### src/rtl/pipe_pkg.sv
`default_nettype none
// ============================================================================
// Module      : pipe_pkg
// Description : Shared defaults for the generic pipeline stage register:
//               bundle widths, counter width and skid-mode encodings.
//               The entry record (valid, ctrl, data) is built per instance
//               inside pipe_stage_reg from these widths.
// Revision    : 1.0 - initial release
// ============================================================================
package pipe_pkg;

    // Default bundle widths used by the core's stage boundaries.
    localparam int PIPE_CTRL_W = 16;
    localparam int PIPE_DATA_W = 128;
    localparam int PIPE_CNT_W  = 16;

    // Skid-mode selection values for the SKID parameter.
    localparam int SKID_NONE = 0;   // single entry, combinational ready
    localparam int SKID_TWO  = 1;   // main + skid entry, registered ready

endpackage : pipe_pkg
`default_nettype wire

### src/rtl/pipe_sat_counter.sv
`default_nettype none
// ============================================================================
// Module      : pipe_sat_counter
// Description : Saturating up-counter. Increments by one on each cycle with
//               inc=1 and sticks at all-ones instead of wrapping.
// Ports       : clk   - clock, rising edge
//               rst_n - asynchronous active-low reset (count -> 0)
//               inc   - increment request
//               count - current count value
// Revision    : 1.0 - initial release
// ============================================================================
module pipe_sat_counter
    import pipe_pkg::*;
#(
    parameter int CNT_W = PIPE_CNT_W
) (
    input  logic             clk,
    input  logic             rst_n,
    input  logic             inc,
    output logic [CNT_W-1:0] count
);

    logic [CNT_W-1:0] r_count;
    logic             w_at_max;

    assign w_at_max = &r_count;

    always_ff @(posedge clk or negedge rst_n) begin
        if (!rst_n) begin
            r_count <= '0;
        end else if (inc && !w_at_max) begin
            r_count <= r_count + CNT_W'(1);
        end
    end

    assign count = r_count;

endmodule : pipe_sat_counter
`default_nettype wire

### src/rtl/pipe_stage_reg.sv
`default_nettype none
// ============================================================================
// Module      : pipe_stage_reg
// Description : Generic elastic pipeline stage register with valid/ready
//               handshake, optional two-entry skid buffer (registered
//               upstream ready), control-only flush and saturating stall /
//               flush performance counters.
// Ports       : clk, rst_n          - clock / async active-low reset
//               flush               - kill all held and incoming entries
//               in_valid/in_ready   - upstream handshake
//               in_ctrl/in_data     - upstream control / data bundles
//               out_valid/out_ready - downstream handshake
//               out_ctrl/out_data   - downstream bundles (ctrl=0 when idle)
//               stall_cnt           - cycles stalled by downstream
//               flush_cnt           - flushes that killed a valid entry
// Revision    : 1.0 - initial release
// ============================================================================
module pipe_stage_reg
    import pipe_pkg::*;
#(
    parameter int CTRL_W = PIPE_CTRL_W,
    parameter int DATA_W = PIPE_DATA_W,
    parameter int SKID   = SKID_NONE,
    parameter int CNT_W  = PIPE_CNT_W
) (
    input  logic              clk,
    input  logic              rst_n,
    input  logic              flush,
    input  logic              in_valid,
    output logic              in_ready,
    input  logic [CTRL_W-1:0] in_ctrl,
    input  logic [DATA_W-1:0] in_data,
    output logic              out_valid,
    input  logic              out_ready,
    output logic [CTRL_W-1:0] out_ctrl,
    output logic [DATA_W-1:0] out_data,
    output logic [CNT_W-1:0]  stall_cnt,
    output logic [CNT_W-1:0]  flush_cnt
);

    typedef struct packed {
        logic              valid;
        logic [CTRL_W-1:0] ctrl;
        logic [DATA_W-1:0] data;
    } entry_t;

    entry_t r_main;         // entry presented downstream
    entry_t w_in_entry;     // incoming entry as it would be captured
    logic   w_any_valid;    // some held entry is valid (flush accounting)
    logic   w_stall_inc;
    logic   w_flush_inc;

    assign w_in_entry = '{valid: 1'b1, ctrl: in_ctrl, data: in_data};

    generate
        if (SKID == SKID_NONE) begin : g_skid_none
            // Ready looks through to downstream so a full entry can be
            // replaced in the same cycle it is delivered.
            assign in_ready    = ~r_main.valid | out_ready;
            assign w_any_valid = r_main.valid;

            always_ff @(posedge clk or negedge rst_n) begin
                if (!rst_n) begin
                    r_main <= '0;
                end else if (flush) begin
                    // Data is left in place; only the control bundle dies.
                    r_main.valid <= 1'b0;
                    r_main.ctrl  <= '0;
                end else if (in_ready) begin
                    if (in_valid) begin
                        r_main <= w_in_entry;
                    end else begin
                        r_main.valid <= 1'b0;
                        r_main.ctrl  <= '0;
                    end
                end
            end
        end else begin : g_skid_two
            entry_t r_skid;
            logic   w_in_xfer;
            logic   w_main_free;

            // Ready depends only on a flop: the skid slot is the reserve
            // that absorbs the one entry accepted after downstream stalls.
            assign in_ready    = ~r_skid.valid;
            assign w_in_xfer   = in_valid & ~r_skid.valid;
            assign w_main_free = ~r_main.valid | out_ready;
            assign w_any_valid = r_main.valid | r_skid.valid;

            always_ff @(posedge clk or negedge rst_n) begin
                if (!rst_n) begin
                    r_main <= '0;
                    r_skid <= '0;
                end else if (flush) begin
                    r_main.valid <= 1'b0;
                    r_main.ctrl  <= '0;
                    r_skid.valid <= 1'b0;
                    r_skid.ctrl  <= '0;
                end else if (w_main_free) begin
                    if (r_skid.valid) begin
                        // Skid refills main. in_ready is low whenever skid is
                        // occupied, so no input can arrive alongside this move.
                        r_main       <= r_skid;
                        r_skid.valid <= 1'b0;
                        r_skid.ctrl  <= '0;
                    end else if (w_in_xfer) begin
                        r_main <= w_in_entry;
                    end else begin
                        r_main.valid <= 1'b0;
                        r_main.ctrl  <= '0;
                    end
                end else if (w_in_xfer) begin
                    r_skid <= w_in_entry;
                end
            end
        end
    endgenerate

    assign out_valid = r_main.valid;
    assign out_ctrl  = r_main.ctrl;
    assign out_data  = r_main.data;

    assign w_stall_inc = r_main.valid & ~out_ready & ~flush;
    assign w_flush_inc = flush & w_any_valid;

    pipe_sat_counter #(.CNT_W(CNT_W)) u_stall_cnt (
        .clk   (clk),
        .rst_n (rst_n),
        .inc   (w_stall_inc),
        .count (stall_cnt)
    );

    pipe_sat_counter #(.CNT_W(CNT_W)) u_flush_cnt (
        .clk   (clk),
        .rst_n (rst_n),
        .inc   (w_flush_inc),
        .count (flush_cnt)
    );

endmodule : pipe_stage_reg
`default_nettype wire

### config.mk
export PLATFORM = sky130hd
export DESIGN_NAME = pipe_stage_reg
export DESIGN_NICKNAME = d
export VERILOG_FILES = /design/src/rtl/pipe_pkg.sv /design/src/rtl/pipe_sat_counter.sv /design/src/rtl/pipe_stage_reg.sv
export SDC_FILE = /design/constraint.sdc
export NUM_CORES = 1
export LEC_CHECK = 0
export ABC_AREA = 1
export CAP_MARGIN = 5
export CORE_ASPECT_RATIO = 0.6
export CORE_UTILIZATION = 38
export CTS_CLUSTER_SIZE = 12
export DETAILED_ROUTE_END_ITERATION = 10
export PLACE_DENSITY = 0.83
export SKIP_LAST_GASP = 1
export SLEW_MARGIN = 40
export SYNTH_ARGS = -nofsm -noshare
export SYNTH_HDL_FRONTEND = slang
export SYNTH_SLANG_ARGS = --single-unit
### constraint.sdc
create_clock -name clk -period 1.5 [get_ports clk]
set_input_delay 0.3 -clock clk [delete_from_list [all_inputs] [get_ports clk]]
set_output_delay 0.3 -clock clk [all_outputs]
set_load 0.01 [all_outputs]
-- Word-level counts from Yosys, hierarchy flattened
Cells that the tools add are included.
- latch bits: 0
- ROM bits: 0
- logic and storage cells: 26
- output and inout port bits: 178
- bits of input ports: 149
- memories: 0
- RAM bits: 0
- register bits after elaboration: 177
- divide/modulo/power cells: 0
- reduce and logical (&&, ||, !) cells: 8
- bitwise logic cells: 7
- $add $sub $neg: 2
- shift operators: 0
- multipliers: 0
- magnitude comparators: 0
- multiplexer cells: 4
- equality and inequality tests: 0
- operators with widths (kind ; count):
    two-way mux 145 bit ; 1
    two-way mux 128 bit ; 1
    two-way mux 17 bit ; 2
    adder 16 x 1 -> 16 bit (second input constant) ; 2
    AND reduction 16 bit ; 2
    AND 1 bit ; 3
    NOT 1 bit ; 3
    AND reduction 3 bit ; 1
    logical AND 1 bit ; 2
    zero test 1 bit ; 2
    nonzero test 2 bit ; 1
    bitwise OR 1 bit ; 1

-- Longest topological paths before layout
Gate-level depths: netlist (run 1).
- word-level depth: 4
- gate-level depth with buffers: 10
- gate-level depth less buffers: 9

-- Modules after synthesis
Synthesis (run 1) repeated with hierarchy kept, for this count alone.
- cells, all modules: 948
- area total of the unflattened synthesis: 7810.0 um^2
- by module, submodules not included (module ; seq. area each (um^2) ; cells an instance ; times used ; area an instance (um^2)):
    pipe_stage_reg ; 3628.5 ; 632 ; 1 ; 5705.5
    pipe_sat_counter ; 400.4 ; 158 ; 2 ; 1052.3

-- Least setup slack after synthesis (run 1)
No wires, ideal clock.
- path type: register to register
- from: register u_stall_cnt.r_count[0], in the netlist u_stall_cnt.count[0]
- to: register u_stall_cnt.r_count[10], in the netlist u_stall_cnt.count[10]
- library setup time: 118 ps
- buffers on the path: 1
- data arrival time: 1421 ps
- cell stages (with the launch flop): 10
- required time: 1382 ps
- clock period less this slack: 1538 ps
- path slack: -38 ps
- path through: dfrtp_1 -> ha_1 -> nand3_1 -> inv_1 -> nand2_1 -> nor2_2 -> nor2_1 -> buf_6 -> nand2_1 -> o21ai_2
- cells in the longest elaborated chain, start to end: 3
- elaborated cells on any way between the ends: 4
- those cells by class: add/sub: 1; reduce/logical: 3
- ends and longest elaborated chain (item ; RTL line ; RTL):
    start: declaration ; pipe_sat_counter.sv:23 ; logic [CNT_W-1:0] r_count;
    start signal: assignment ; pipe_sat_counter.sv:32 ; r_count <= r_count + CNT_W'(1);
    parallel branches: the longest is 3 deep, another holds adder 16 x 1 -> 16 bit ; - ;
Several ways; the timed one is not identified.
A chain may end at the register's enable or synchronous reset.

-- Worst setup path after layout (run 1)
- from: register r_main (netlist bit out_valid)
- to: register r_main (netlist bit out_data[73])
- cells in the longest elaborated chain, start to end: 3
- ends and longest elaborated chain (item ; RTL line ; RTL):
    start: declaration ; pipe_stage_reg.sv:47 ; entry_t r_main;
    start signal: assignment ; pipe_stage_reg.sv:71 ; r_main <= w_in_entry;
    NOT 1 bit ; pipe_stage_reg.sv:59 ; assign in_ready = ~r_main.valid | out_ready;
    bitwise OR 1 bit ; pipe_stage_reg.sv:59 ;
    AND reduction 3 bit (no source line) ; - ;
Every way passes these cells.

==> results of run 1 <==
==> critical path, cell delays in order, from the launching register on <==
cell and delay (ns):
dfrtp_1 0.40, buf_4 0.15, nand2_4 0.07, nand3_4 0.10, buf_12 0.17, buf_12 0.16, mux2_1 0.33
==> flip-flops by register name, summed over array words and instances, names as in the netlist <==
register	cells
out_valid	1
u_flush_cnt.count	16
out_ctrl	16
u_stall_cnt.count	16
out_data	128
==> area by class of cell <==
cell class                 count  share of cell area
inverter                      45              0.0141
clock inverter                 7             0.00828
multi-input combinational    386               0.228
timing repair buffer         395               0.310
tap                          246              0.0258
sequential                   177               0.372
clock buffer                  24              0.0420
==> cells by family after synthesis <==
logic type,Yosys count,synth area share
compound gates,30,0.0224
fa+ha+maj,2,0.00340
simple gates,218,0.128
mux,128,0.196
buf+inv,63,0.0399
xor+xnor,8,0.00951
flops,177,0.601
==> path summary, 6_finish.rpt <==
check                            start              endpoint  slack, ns  depth (start not counted)
hold reg to reg            out_ctrl[7]           out_ctrl[7]       0.48                          2
setup reg to reg             out_valid          out_data[73]     -0.008                          6
setup / recovery             out_valid          out_data[73]     -0.008                          6
hold / removal                   rst_n  u_flush_cnt.count[1]       0.32                          2
min in group clk           in_ctrl[11]          out_ctrl[11]       0.42                          3
max in group asynchronous        rst_n          out_data[26]       0.62                          3
==> synth_stat cells (all sizes together) <==
master	n	share of area
xnor2	6	0.0071
mux2	128	0.20
nor2	41	0.024
nand2	141	0.074
nor3	3	0.0020
clkbuf	2	0.0010
xor2	2	0.0024
ha	2	0.0034
inv	45	0.023
dfrtp	177	0.60
nand4	8	0.0076
and2	1	0.00085
o21ai	30	0.022
buf	16	0.016
nand3b	4	0.0041
nand3	20	0.015
==> routing by layer <==
metal,vias up,wire length [µm],GRT usage
met5,-,18,0
met4,2,425,0.0793
met1,3023,8910,0.264
li1,2853,-,-
met2,226,10200,0.336
met3,33,1780,0.0792
==> where the power goes <==
part / internal (W) / switching, W / total [W]
Clock: 0.00268 / 0.00186 / 0.00454
Sequential: 0.00552 / 0.000419 / 0.00594
Combinational: 0.00182 / 0.00149 / 0.00331
==> what timing repair did <==
item,in CTS,in global routing
cloned,0,1
gates resized for setup,208,36
pin swaps,2,5
hold endpoints to repair,18,0
buffers inserted,10,3
setup endpoints to repair,185,40
hold buffers,1,0
==> metrics by stage <==
stage               hold WS (ns)  setup TNS (ns)  area (µm²)   util
floorplan                0.00441               0        7370      -
global placement           0.188          -44.11       11400  0.599
detailed placement         0.191          -44.98       11400  0.599
CTS                        0.312          -0.125       11800  0.624
global route               0.335           -1.89       11900  0.629
finish                     0.319         -0.0112       11900  0.629
==> key figures, run 1 <==
STA
  • Fin crit period: ~1.5 ns
  • Slew of the pin with the lowest slew margin: between 0.3 and 0.4 ns
  • RSZ-0062 raised after global routing: true
  • Rel. slew slack: 0.796
  • Fmax: roughly 660 MHz
  • Setup violations, final: 3
  • Tcrit/Tclk final: 1.01
  • Final Max Tran Viols: 0
  • Clk_skew: between 0.01 and 0.015 ns
  • Hold violation total from the final report: 0
  • Setup ws final: -0.00816 ns

Synthesis
  • Mapped Avg Cell Area: roughly 12 µm²
  • Post-Syn Nets: around 800
  • Seq/Total Area, Yosys: 0.601
  • Synthesis warning total: 0
  • Post-Syn Area: about 7400 µm²
  • Number of synthesized register bits: 177
  • Synth cell types: 27
  • Syn Inst Count: about 630

Global route
  • Vias in the first global route: between 6000 and 7000
  • Remaining Overflow, GRT: 0
  • Initial antenna violation count: 1
  • First-pass GRT wire length: between 30000 and 40000 µm
  • Total Routing Usage GR: 0.211
  • Pin count of the biggest net entering global routing: between 40 and 50

Hold path
  • Worst Hold Class: in2async

Detailed routing
  • Vias per cell: approximately 4.8
  • Total Wirelength: roughly 21000 µm
  • Final ANT Viol Nets: 0
  • First-pass DRT Iterations: 6
  • 1st-iter DRT viols: roughly 340
  • Routed length per instance: approximately 17 µm
  • DRC viols: 0
  • DR vias: between 6000 and 7000

Setup path
  • Type of origin of the critical path: flip-flop
  • Crit end category: flip-flop
  • Critical path data arrival time: 1.81 ns
  • Crit Path Max Fanout: 24
  • Crit path kind: reg2reg
  • Crit path required time: about 1.8 ns

CTS
  • Worst-skew pair later-pin latency: 0.43 ns
  • Clk sinks: around 180
  • Worst-path clk slew: ~0.06 ns
  • CTS tree: done
  • Num CTS Buffers: 17
  • Clock buffer depth: 2
  • CTS root buffer: clkbuf_16
  • H-tree Lvls: 4

Power and ir drop
  • Peak supply drop: about 0.87 mV
  • Total Power: around 0.014 W
  • Leakage: between 5 and 6 nW
  • Pwr/cell area: 1150 nW/µm²

Run
  • Max-Cap Viols: 0

Cells and area
  • ANT cells: 0
  • Fin cells: roughly 1300
  • FILL cells: between 1500 and 2000
  • Synth-to-Final Area Change: 62.1%
  • Multi-input gate area: between 2000 and 3000 µm²
  • Most frequent cells in the layout: 168 x dfrtp_1, 166 x dlygate4sd2_1, 147 x clkdlybuf4s50_1
  • Share of cells above drive strength 1: 0.231
  • Register area: around 4400 µm²
  • Most common cell after layout, fill and taps aside: dfrtp_1
  • Final net count: approximately 1200

Placement
  • DP Wirelength: between 15000 and 20000 µm
  • DP Worst Slack: -0.330 ns
  • IO Port Bufs: 326
  • Cells after DPL: about 1200
  • Placer Congestion: 0.860

Floorplan
  • Die Wd: around 180 µm
  • Initial core utilization: 0.388
  • Die H: about 110 µm
  • Core Area: between 15000 and 20000 µm²
  • Num rows: 39
  • Die ar.: around 20000 µm²
  • Num ports: around 330

Outcome
  • Violated checks: negative setup slack
  • Status: finished, violations left
Power figures use the tool's default switching activity.
==> run 2, diff against run 1 <==
--- a/config.mk
+++ b/config.mk
@@ -7,11 +7,14 @@
 export LEC_CHECK = 0
 export ABC_AREA = 1
 export CAP_MARGIN = 5
+export CELL_PAD_IN_SITES_DETAIL_PLACEMENT = 1
+export CELL_PAD_IN_SITES_GLOBAL_PLACEMENT = 2
 export CORE_ASPECT_RATIO = 0.6
-export CORE_UTILIZATION = 38
+export CORE_UTILIZATION = 23
 export CTS_CLUSTER_SIZE = 12
 export DETAILED_ROUTE_END_ITERATION = 10
 export PLACE_DENSITY = 0.83
+export SETUP_SLACK_MARGIN = 0.5
 export SKIP_LAST_GASP = 1
 export SLEW_MARGIN = 40
 export SYNTH_ARGS = -nofsm -noshare
==> key figures, run 2 (synthesis gave the netlist of run 1 again) <==
Outcome
  • Status: finished, violations left
  • Violated checks: negative setup slack

Global route
  • Initial antenna violation count: 1 (unchanged)
  • Pin count of the biggest net entering global routing: 54 (+13%)
  • First-pass GRT wire length: 39800 µm (+24%)
  • Remaining Overflow, GRT: 0 (unchanged)
  • Total Routing Usage GR: 0.159 (-0.0524)
  • Vias in the first global route: 6912 (+14%)

Cells and area
  • Share of cells above drive strength 1: 0.574 (+0.343)
  • Final net count: 1296 (+10%)
  • ANT cells: 0 (unchanged)
  • Synth-to-Final Area Change: 92.5%
  • Most common cell after layout, fill and taps aside: dfrtp_1
  • Most frequent cells in the layout: 162 x dfrtp_1, 147 x clkdlybuf4s50_1, 131 x buf_6
  • Fin cells: 1574 (+23%)
  • Post-layout util: 0.452 (-0.177)
  • Number of flip-flops in the largest register: 128 (unchanged)

Detailed routing
  • DRC viols: 0 (unchanged)
  • 1st-iter DRT viols: 231 (-33%)
  • Total Wirelength: 29900 µm (+40%)
  • DR vias: 6741 (+9.8%)
  • First-pass DRT Iterations: 4 (-2)
  • Routed length per instance: 19.0 µm (+14%)
  • Vias per cell: 4.28 (-11%)
  • Final ANT Viol Nets: 0 (unchanged)

Floorplan
  • Num ports: 327 (unchanged)
  • Core Area: 31300 µm² (+65%)
  • Num rows: 50 (+28%)
  • Initial core utilization: 0.235 (-0.153)
  • Die ar.: 32800 µm² (+64%)
  • Die Wd: 233 µm (+28%)
  • Die H: 141 µm (+28%)

STA
  • Hold violation total from the final report: 0 (unchanged)
  • RSZ-0062 raised after global routing: true
  • Slew of the pin with the lowest slew margin: 0.345 ns (+0.0391 ns)
  • Fmax: 656 MHz (-1.0%)
  • Setup violations, final: 43 (+40)
  • Fin crit period: 1.52 ns (+0.0154 ns)
  • Rel. slew slack: 0.770 (-0.0256)
  • Final Max Tran Viols: 0 (unchanged)
  • Tcrit/Tclk final: 1.02 (+0.0103)
  • Clk_skew: 0.00781 ns (-0.00227 ns)
  • Setup TNS: -0.506 ns (-0.495 ns)
  • Setup ws final: -0.0236 ns (-0.0154 ns)
  • Hold Slack: 0.261 ns (-0.0577 ns)

Run
  • Max-Cap Viols: 0 (unchanged)

Setup path
  • Crit path kind: reg2reg
  • Crit end category: flip-flop
  • Crit Path Max Fanout: 6 (-75%)
  • CP top delay family: buffers and inverters
  • Critical path data arrival time: 1.86 ns (+0.05 ns)
  • Worst Reg-to-Reg Cells: 6 (unchanged)
  • Levels on crit path: 6 (unchanged)
  • Crit path required time: 1.83 ns (+0.02 ns)
  • Critical-path top delay cell: dfrtp_2
  • Largest stage delay, worst path: 0.43 ns (+0.03 ns)
  • Type of origin of the critical path: flip-flop
  • Worst path bufs/invs: 3 (unchanged)
  • Worst path cell trace: nand2_4 > nand3_4 > buf_12 > buf_8 > buf_16 > mux2_2

CTS
  • Num CTS Buffers: 17 (unchanged)
  • Clk sinks: 177 (unchanged)
  • Worst-skew pair later-pin latency: 0.44 ns (about the same)
  • CTS root buffer: clkbuf_16
  • Clock buffer depth: 2 (unchanged)
  • Worst-path clk slew: 0.08 ns (+0.02 ns)
  • H-tree Lvls: 4 (unchanged)
  • CTS tree: done

Placement
  • Cells after DPL: 1394 (+13%)
  • DP Wirelength: 17800 µm (+12%)
  • IO Port Bufs: 326 (unchanged)
  • Placer Congestion: 0.753 (-12%)

Power and ir drop
  • Peak supply drop: 0.603 mV (-31%)
  • Leakage: 6.70 nW (+19%)
  • Pwr/cell area: 1110 nW/µm² (-4.1%)

Hold path
  • Worst Hold Class: in2async
[run 2: area by class of cell]
| type | instances | area (µm²) |
|---|---|---|
| fillers | 3328 | 17200 |
| repair buffers | 516 | 5140 |
| flip-flops and latches | 177 | 4450 |
| multi-input cells | 388 | 3310 |
| well taps | 416 | 520 |
| clock buffers | 18 | 439 |
| inverters | 45 | 181 |
| clock inverters | 14 | 144 |
[run 2: worst register-to-register path, delay by kind of cell (launching register included)]
family | cells | cell delay (ns)
DFF | 1 | 0.43
muxes | 1 | 0.26
buffers and inverters | 3 | 0.48
and+or+nand+nor | 2 | 0.25
[run 2: what timing repair did]
item                       4_1_cts  5_1_grt
cloned                           6       21
setup buffers                   71       49
hold endpoints to repair        90        0
resized for setup              871      193
setup endpoints to repair      355      355
hold buffers                     1        0
pin swaps                       18       32
[run 2: metrics by stage]
stage	instance area (µm²)	setup WS [ns]	total power [W]
after floorplan	7490	0.130	0.00739
after global placement	11600	-0.364	0.00982
after detailed placement	11600	-0.381	0.00995
after CTS	12600	0.00582	0.0148
after global routing	14200	-0.0832	0.0164
final	14200	-0.0236	0.0157
[run 2: path summary, 6_finish.rpt]
| path | end | startpoint | slack [ns] |
|---|---|---|---|
| worst min register to register | out_ctrl[6] | out_ctrl[6] | 0.48 |
| worst max register to register | out_data[123] | out_valid | -0.02 |
| min in group clk | out_ctrl[8] | in_ctrl[8] | 0.40 |
| worst max-delay path | out_data[123] | out_valid | -0.02 |
| worst min-delay path | out_data[26] | rst_n | 0.26 |
| max in group asynchronous | u_flush_cnt.count[0] | rst_n | 0.63 |
[run 2: layer usage]
metal  global-route usage  vias to the layer above  part of all wire
met5                    0                        -           0.00044
met1                0.214                     3394              0.46
met2                0.246                      199              0.47
met3               0.0467                       29             0.059
met4               0.0475                        2             0.013
li1                     -                     3117                 -
[run 2: power breakdown]
| part | switching (W) | leakage, nW | total (W) | internal (W) |
|---|---|---|---|---|
| sequential | 0.000515 | 2.14 | 0.00604 | 0.00552 |
| combinational | 0.00200 | 4.28 | 0.00515 | 0.00315 |
| clock | 0.00225 | 0.284 | 0.00452 | 0.00227 |
| total | 0.00477 | 6.70 | 0.0157 | 0.0109 |
